File: config.mk
export PLATFORM = sky130hd
export DESIGN_NAME = ps2_scancode_rx
export DESIGN_NICKNAME = d
export VERILOG_FILES = /design/src/rtl/ps2_scancode_rx.sv
export SDC_FILE = /design/constraint.sdc
export NUM_CORES = 1
export LEC_CHECK = 0
export BUFFER_PORTS_ARGS = -buffer_cell sky130_fd_sc_hd__buf_2
export CORE_ASPECT_RATIO = 0.5
export CORE_MARGIN = 2
export CORE_UTILIZATION = 35
export DETAILED_ROUTE_END_ITERATION = 7
export GPL_ROUTABILITY_DRIVEN = 0
export MAX_ROUTING_LAYER = met4
export SLEW_MARGIN = 20
export SYNTH_ARGS = -nofsm -noshare
export SYNTH_HDL_FRONTEND = slang
export SYNTH_SLANG_ARGS = --single-unit
File: constraint.sdc
create_clock -name clk_sys -period 2.6 [get_ports clk_sys]
set_input_delay 0.13 -clock clk_sys [delete_from_list [all_inputs] [get_ports clk_sys]]
set_output_delay 0.13 -clock clk_sys [all_outputs]
set_load 0.01 [all_outputs]
File: src/rtl/ps2_scancode_rx.sv
// PS/2 set-2 keyboard receiver: filters ps2_clk, deframes bytes, resolves
// E0/F0/E1 prefixes and emits one-cycle key events for the matrix block.
// Ports: clk_sys, reset_n (async low), ps2_clk/ps2_data (raw, async),
//        key_strobe, key_pressed, key_extended, key_code[7:0], frame_err.
module ps2_scancode_rx #(
    parameter int FILTER_LEN     = 8,
    parameter int TIMEOUT_CYCLES = 48000
) (
    input  logic       clk_sys,
    input  logic       reset_n,
    input  logic       ps2_clk,
    input  logic       ps2_data,
    output logic       key_strobe,
    output logic       key_pressed,
    output logic       key_extended,
    output logic [7:0] key_code,
    output logic       frame_err
);

    localparam logic [1:0] S_IDLE = 2'd0;
    localparam logic [1:0] S_RX   = 2'd1;
    localparam logic [1:0] S_DONE = 2'd2;

    localparam int TW = $clog2(TIMEOUT_CYCLES + 1);
    localparam logic [TW-1:0] T_MAX = TW'(TIMEOUT_CYCLES - 1);
    localparam logic [7:0] F_MAX = 8'(FILTER_LEN - 1);

    logic [1:0]    clk_sync;
    logic [1:0]    dat_sync;
    logic          clk_f;
    logic [7:0]    flt_cnt;
    logic          flt_flip;
    logic          sample;
    logic          bit_in;

    logic [1:0]    state;
    logic [3:0]    bit_cnt;
    logic [9:0]    shreg;
    logic [TW-1:0] tcnt;
    logic          ext;
    logic          brk;
    logic [2:0]    skip;
    logic          frame_ok;
    logic [7:0]    rx_byte;
    logic          is_ignored;

    always_ff @(posedge clk_sys or negedge reset_n) begin
        if (!reset_n) begin
            clk_sync <= 2'b11;
            dat_sync <= 2'b11;
        end else begin
            clk_sync <= {clk_sync[0], ps2_clk};
            dat_sync <= {dat_sync[0], ps2_data};
        end
    end

    // The filtered clock flips on the FILTER_LEN-th consecutive
    // differing sample; any agreeing sample restarts the run.
    assign flt_flip = (clk_sync[1] != clk_f) && (flt_cnt == F_MAX);
    assign sample   = flt_flip && clk_f;
    assign bit_in   = dat_sync[1];

    always_ff @(posedge clk_sys or negedge reset_n) begin
        if (!reset_n) begin
            clk_f   <= 1'b1;
            flt_cnt <= 8'd0;
        end else if (clk_sync[1] == clk_f) begin
            flt_cnt <= 8'd0;
        end else if (flt_flip) begin
            clk_f   <= ~clk_f;
            flt_cnt <= 8'd0;
        end else begin
            flt_cnt <= flt_cnt + 8'd1;
        end
    end

    // After the stop bit: shreg = {stop, parity, d7..d0}.
    assign rx_byte  = shreg[7:0];
    assign frame_ok = (^shreg[8:0]) && shreg[9];

    always_comb begin
        is_ignored = 1'b0;
        unique case (rx_byte)
            8'h00, 8'hAA, 8'hEE,
            8'hFA, 8'hFE, 8'hFF: is_ignored = 1'b1;
            default:             is_ignored = 1'b0;
        endcase
    end

    always_ff @(posedge clk_sys or negedge reset_n) begin
        if (!reset_n) begin
            state        <= S_IDLE;
            bit_cnt      <= 4'd0;
            shreg        <= 10'd0;
            tcnt         <= '0;
            ext          <= 1'b0;
            brk          <= 1'b0;
            skip         <= 3'd0;
            key_strobe   <= 1'b0;
            key_pressed  <= 1'b0;
            key_extended <= 1'b0;
            key_code     <= 8'h00;
            frame_err    <= 1'b0;
        end else begin
            key_strobe <= 1'b0;
            frame_err  <= 1'b0;
            unique case (state)
                S_IDLE: begin
                    if (sample && !bit_in) begin
                        state   <= S_RX;
                        bit_cnt <= 4'd1;
                        tcnt    <= '0;
                    end
                end
                S_RX: begin
                    // A sample edge beats a coincident timeout.
                    if (sample) begin
                        shreg <= {bit_in, shreg[9:1]};
                        tcnt  <= '0;
                        if (bit_cnt == 4'd10) begin
                            state <= S_DONE;
                        end else begin
                            bit_cnt <= bit_cnt + 4'd1;
                        end
                    end else if (tcnt == T_MAX) begin
                        frame_err <= 1'b1;
                        ext       <= 1'b0;
                        brk       <= 1'b0;
                        skip      <= 3'd0;
                        state     <= S_IDLE;
                    end else begin
                        tcnt <= tcnt + 1'b1;
                    end
                end
                S_DONE: begin
                    state <= S_IDLE;
                    if (!frame_ok) begin
                        frame_err <= 1'b1;
                        ext       <= 1'b0;
                        brk       <= 1'b0;
                        skip      <= 3'd0;
                    end else if (skip != 3'd0) begin
                        skip <= skip - 3'd1;
                    end else if (rx_byte == 8'hE1) begin
                        // Swallow the other seven Pause bytes.
                        skip <= 3'd7;
                    end else if (rx_byte == 8'hE0) begin
                        ext <= 1'b1;
                    end else if (rx_byte == 8'hF0) begin
                        brk <= 1'b1;
                    end else if (is_ignored) begin
                        ext <= 1'b0;
                        brk <= 1'b0;
                    end else begin
                        key_code     <= rx_byte;
                        key_extended <= ext;
                        key_pressed  <= ~brk;
                        key_strobe   <= 1'b1;
                        ext          <= 1'b0;
                        brk          <= 1'b0;
                    end
                end
                default: state <= S_IDLE;
            endcase
        end
    end

endmodule

# ---- Word level (Yosys, flattened, before mapping)
# Index checks and enable logic that the tools add are counted.
dict set report op_classes {
  n_eq_ne 28
  addsub 4
  muxes 47
  bitwise_logic 8
  n_reduce_logical 21
}
# cell count
set op_table {}
lappend op_table {{equality test 8 bit (second input constant)} 8}
lappend op_table {{two-way mux 16 bit} 3}
lappend op_table {{case mux 16 bit (2 select lines)} 1}
lappend op_table {{two-way mux 1 bit} 23}
lappend op_table {{inequality test 3 bit (second input constant)} 6}
lappend op_table {{adder 16 x 1 -> 16 bit (second input constant)} 1}
lappend op_table {{equality test 16 bit (second input constant)} 1}
lappend op_table {{two-way mux 8 bit} 2}
lappend op_table {{two-way mux 3 bit} 5}
lappend op_table {{two-way mux 4 bit} 3}
lappend op_table {{AND reduction 6 bit} 2}
lappend op_table {{inequality test 2 bit (second input constant)} 5}
lappend op_table {{XOR reduction 9 bit} 1}
lappend op_table {{adder 8 x 1 -> 8 bit (second input constant)} 1}
lappend op_table {{equality test 8 x 3 -> 1 bit (second input constant)} 1}
lappend op_table {{logical NOT 8 bit} 1}
lappend op_table {{two-way mux 2 bit} 4}
lappend op_table {{inequality test 4 bit (second input constant)} 2}
lappend op_table {{NOT 1 bit} 8}
lappend op_table {{case mux 4 bit (2 select lines)} 1}
lappend op_table {{AND reduction 4 bit} 2}
lappend op_table {{AND reduction 7 bit} 1}
lappend op_table {{case mux 1 bit (2 select lines)} 3}
lappend op_table {{case mux 3 bit (2 select lines)} 1}
lappend op_table {{16 further kinds} 22}
dict set report word_totals {
  wordCells 124
  register_bits 62
  output_inout_bits 12
  inputBits 4
}

# ---- Longest topological paths before layout
dict set report depth {
  word_depth 10
  ltp_mapped 8
  depth_no_buf 7
}

# ---- Least setup slack after synthesis
# OpenSTA, ideal clock, no wires.
dict set report synth_timing {
  kind {register -> register}
  from {reg shreg[1]}
  to {reg brk}
  setup_time_ps 128
  required_ps 2472
  path_buffers 0
  path_stages_with_launch 8
  arrival_time_ps 2132
  path_slack_ps 341
  synth_period_minus_slack_ps 2259
  cell_sequence {dfrtp_1 -> inv_1 -> ha_1 -> xnor3_2 -> xnor2_2 -> nor4_1 -> nor4_1 -> mux2_1}
}
dict set report synth_between {
  elab_chain_len 7
  word_cells_on_any_way 15
  classes_between {6 x eq/ne; 6 x mux; 3 x reduce/logical}
}
# element line_no
set synth_rtl {}
lappend synth_rtl {{from (decl)} 38} ;# logic [9:0] shreg;
lappend synth_rtl {{from (signal assigned)} 118} ;# shreg <= {bit_in, shreg[9:1]};
lappend synth_rtl {{equality test 8 bit} 149} ;# end else if (rx_byte == 8'hF0) begin
lappend synth_rtl {{two-way mux 1 bit} 149}
lappend synth_rtl {{two-way mux 1 bit} 147} ;# end else if (rx_byte == 8'hE0) begin
lappend synth_rtl {{two-way mux 1 bit} 144} ;# end else if (rx_byte == 8'hE1) begin
lappend synth_rtl {{two-way mux 1 bit} 142} ;# end else if (skip != 3'd0) begin
lappend synth_rtl {{two-way mux 1 bit} 137} ;# if (!frame_ok) begin
lappend synth_rtl {{case mux 1 bit (2 select lines)} 107} ;# unique case (state)
lappend synth_rtl {{to (signal assigned)} 140} ;# brk <= 1'b0;
lappend synth_rtl {{to (signal assigned)} 150} ;# brk <= 1'b1;
lappend synth_rtl {{to (signal assigned)} 153} ;# brk <= 1'b0;
lappend synth_rtl {{to (decl)} 41} ;# logic brk;
# Parallel ways exist; a longest one is shown, timed or not. The select of a mux whose other input is x is not followed.
# A chain may end at the register's enable or synchronous reset.

# ---- Worst setup path in the final report
# Same ends and word-level chain as after synthesis.

==> run metrics <==
pwr/cell area=~700 nW/um^2; CTS clk-pin slew, worst paths=0.05 ns; Min Hold Slack=-0.0448 ns; CTS tree=done; EDFF count, synth=0; Max Fclk=414 MHz; unrepaired setup endpoints after global routing=false; Mapped Nets=around 350; # diodes=0; gr usage total=0.147; CP required=2.81 ns; Die Ht=73.6 um; YS warnings=0; sequential fraction of the synthesis area=0.460; first-pass GRT wire length=11600 um; CP Class=reg2reg; final wirelength=6580 um; Crit path arrival time=2.62 ns; nets=371; Slew @ Worst Pin=roughly 0.78 ns; max cap viols=0; R2R Path Start=shreg[1]$_DFFE_PN0P_; via count=2437; final setup TNS=0 ns; die area=between 10000 and 15000 sq um; Yosys cell types=61; #FFs+latches synth=62; port bufs=15; Core Region=9420 sq um; total grt overflow=0; Die X=roughly 140 um; number of global-route vias before repair=~2500; dominant synthesized flop cell=dfrtp_1; Syn Std Cell Area=~3400 sq um; R2R setup slack=between 0.15 and 0.2 ns; Largest stage delay, worst path=between 0.4 and 0.5 ns; num ports=16; worst path cell trace=inv_1 -> ha_1 -> xnor3_2 -> xnor2_4 -> nor4_1 -> nor4_1 -> mux2_1; beginning of the critical path=shreg[1]$_DFFE_PN0P_; DRT iter0 DRCs=roughly 140; Post-Syn Area per Cell=around 11 sq um; Pre-Repair DR Iteration Count=4; worst skew pair latency=about 0.33 ns; antenna violations before repair=0; Slew headroom=0.477; VDD IR max=about 0.37 mV; Vias/cell=roughly 5.0; pin count of the biggest net entering global routing=between 60 and 70; Syn Inst Count=319; Setup crit end kind=flop; FILL cells=a little under 900; Final Hold Vio Count=48; Clock Tree Buf Depth=2; total CTS buffers=9; failing checks=negative hold slack; worst hold path type=in2async; min Tclk post-route=between 2 and 2.5 ns; DRC=0; Reg-to-Reg End=brk$_DFFE_PN0P_; Critical Path Fanout Max=7; WL/cell=13.6 um; hpwl dp=4620 um; Placed Cells=about 470; synth-to-layout area growth=17.5%; fin cells=about 490; Final Skew=0.00521 ns; Rows=25; initial core utilization=0.360; Detail Route Antenna Nets=0; Worst setup endpoint=brk$_DFFE_PN0P_; leakage power=approximately 1.8 nW; Tcrit/Tclk final=0.928; layout cells sized above 1=0.203; H-tree level count=3; startpoint types=flop; outcome=finished with violations; cell mode on critical path=nor4_1; crit path max-delay cell type=xnor3_2; # clock sinks=62; Slew Viols, Final=0; asr flop ratio synth=1.00; FF-to-FF path depth=7; setup violators final=0; root buffer cell=clkbuf_16
## worst min path at each step
| stage | start | endpoint | slack, ns | depth (start not counted) |
|---|---|---|---|---|
| after floorplan | reset_n | bit_cnt[0]$_DFFE_PN0P_ | -0.17 | 0 |
| after global routing | reset_n | flt_cnt[0]$_DFF_PN0_ | 0.03 | 2 |
| final | reset_n | flt_cnt[0]$_DFF_PN0_ | -0.04 | 2 |
| after CTS | reset_n | flt_cnt[3]$_DFF_PN0_ | 0.002 | 2 |
| after detailed placement | ps2_clk | clk_sync[0]$_DFF_PN1_ | 0.24 | 1 |
| after global placement | ps2_clk | clk_sync[0]$_DFF_PN1_ | 0.24 | 1 |
## synthesized netlist by cell type, types with 4 or more instances
cell type / n / share of area
nand4_1: 8 / 0.015
ha_1: 22 / 0.081
nand3_1: 14 / 0.021
clkbuf_1: 4 / 0.0044
and2_1: 5 / 0.0092
xor2_1: 11 / 0.028
o21ai_0: 15 / 0.022
nor2_1: 21 / 0.023
a21oi_1: 7 / 0.010
mux2_2: 12 / 0.040
nor4_1: 6 / 0.011
nand2_1: 30 / 0.033
dfrtp_1: 57 / 0.42
dfstp_2: 5 / 0.039
and3_1: 4 / 0.0074
inv_1: 20 / 0.022
nor2b_1: 5 / 0.0092
nor3_1: 4 / 0.0059
## stage by stage
stage | worst slack [ns] | util | area [sq um] | hold WS (ns) | total power [mW]
after floorplan | 0.341 | - | 3390 | -0.166 | 1.41
after global placement | 0.250 | 0.386 | 3630 | 0.237 | 1.52
after detailed placement | 0.107 | 0.386 | 3630 | 0.239 | 1.55
after CTS | 0.116 | 0.422 | 3970 | 0.00159 | 2.82
after global routing | 0.00688 | 0.423 | 3980 | 0.0303 | 2.93
final | 0.187 | 0.423 | 3980 | -0.0448 | 2.79
## metal layers
| layer | up-vias | global-route usage | routed length, um |
|---|---|---|---|
| met3 | 12 | 0.0430 | 219 |
| met1 | 1206 | 0.177 | 3200 |
| met5 | - | - | 0 |
| met2 | 31 | 0.234 | 3050 |
| li1 | 1188 | - | - |
| met4 | 0 | 0.0627 | 119 |
## cells by family after synthesis
logic type	count (synthesis)	synth area share
XOR/XNOR	17	0.0561
flip-flops	62	0.460
multiplexers	18	0.0598
AND/OR/NAND/NOR	119	0.192
buffers and inverters	29	0.0384
AO/OA/AOI/OAI	52	0.113
adder cells (fa/ha/maj)	22	0.0812
## state kept, by name, summed over array words and instances (netlist names)
name and count:
key_strobe 1, flt_cnt 8, state 2, dat_sync 2, key_extended 1, shreg 10
tcnt 16, clk_sync 2, key_pressed 1, ext 1, skip 3, frame_err 1
clk_f 1, bit_cnt 4, key_code 8, brk 1
## critical path: cells and delay by family, from the launching register on
kind                       cells  cell delay (ns)
xor gates and xnor gates       2             0.70
and+or+nand+nor                2             0.45
DFF                            1             0.42
muxes                          1             0.36
adders and majority gates      1             0.28
buffers and inverters          1             0.09
## power breakdown
part           total (mW)  leakage, nW  internal [mW]  switching (mW)
combinational       0.444        0.831          0.177           0.267
clock                1.25        0.162          0.842           0.413
sequential           1.09        0.842           1.03          0.0550
total                2.79         1.83           2.05           0.735
## cell usage in the layout (no fill, tap or decap), types with 4 or more instances in the layout
cell / instances
inv_1: 20
a21oi_1: 7
clkbuf_16: 9
clkbuf_8: 4
o21ai_0: 15
and3_1: 4
xor2_1: 11
nor3_1: 4
buf_4: 7
nand2_1: 30
buf_2: 15
dfrtp_1: 57
nor2_1: 21
dfstp_2: 5
nor4_1: 6
and2_1: 5
nand4_1: 8
mux2_2: 12
ha_1: 22
nor2b_1: 5
nand3_1: 14
## layout make-up
| class | instances | area (sq um) | share of cell area |
|---|---|---|---|
| Clock buffer | 13 | 280 | 0.0704 |
| Clock inverter | 3 | 40.0 | 0.0101 |
| Inverter | 20 | 75.1 | 0.0189 |
| Multi-Input combinational cell | 228 | 1710 | 0.430 |
| Sequential cell | 62 | 1560 | 0.391 |
| Tap cell | 135 | 169 | 0.0424 |
| Timing Repair Buffer | 24 | 148 | 0.0371 |
## timing repair
item	CTS	global route
gates resized for setup	0	1
endpoints found under the setup margin	0	2
buffers inserted	0	0
hold endpoints to repair	2	0
hold buffers	2	0
Power figures use the tool's default switching activity.
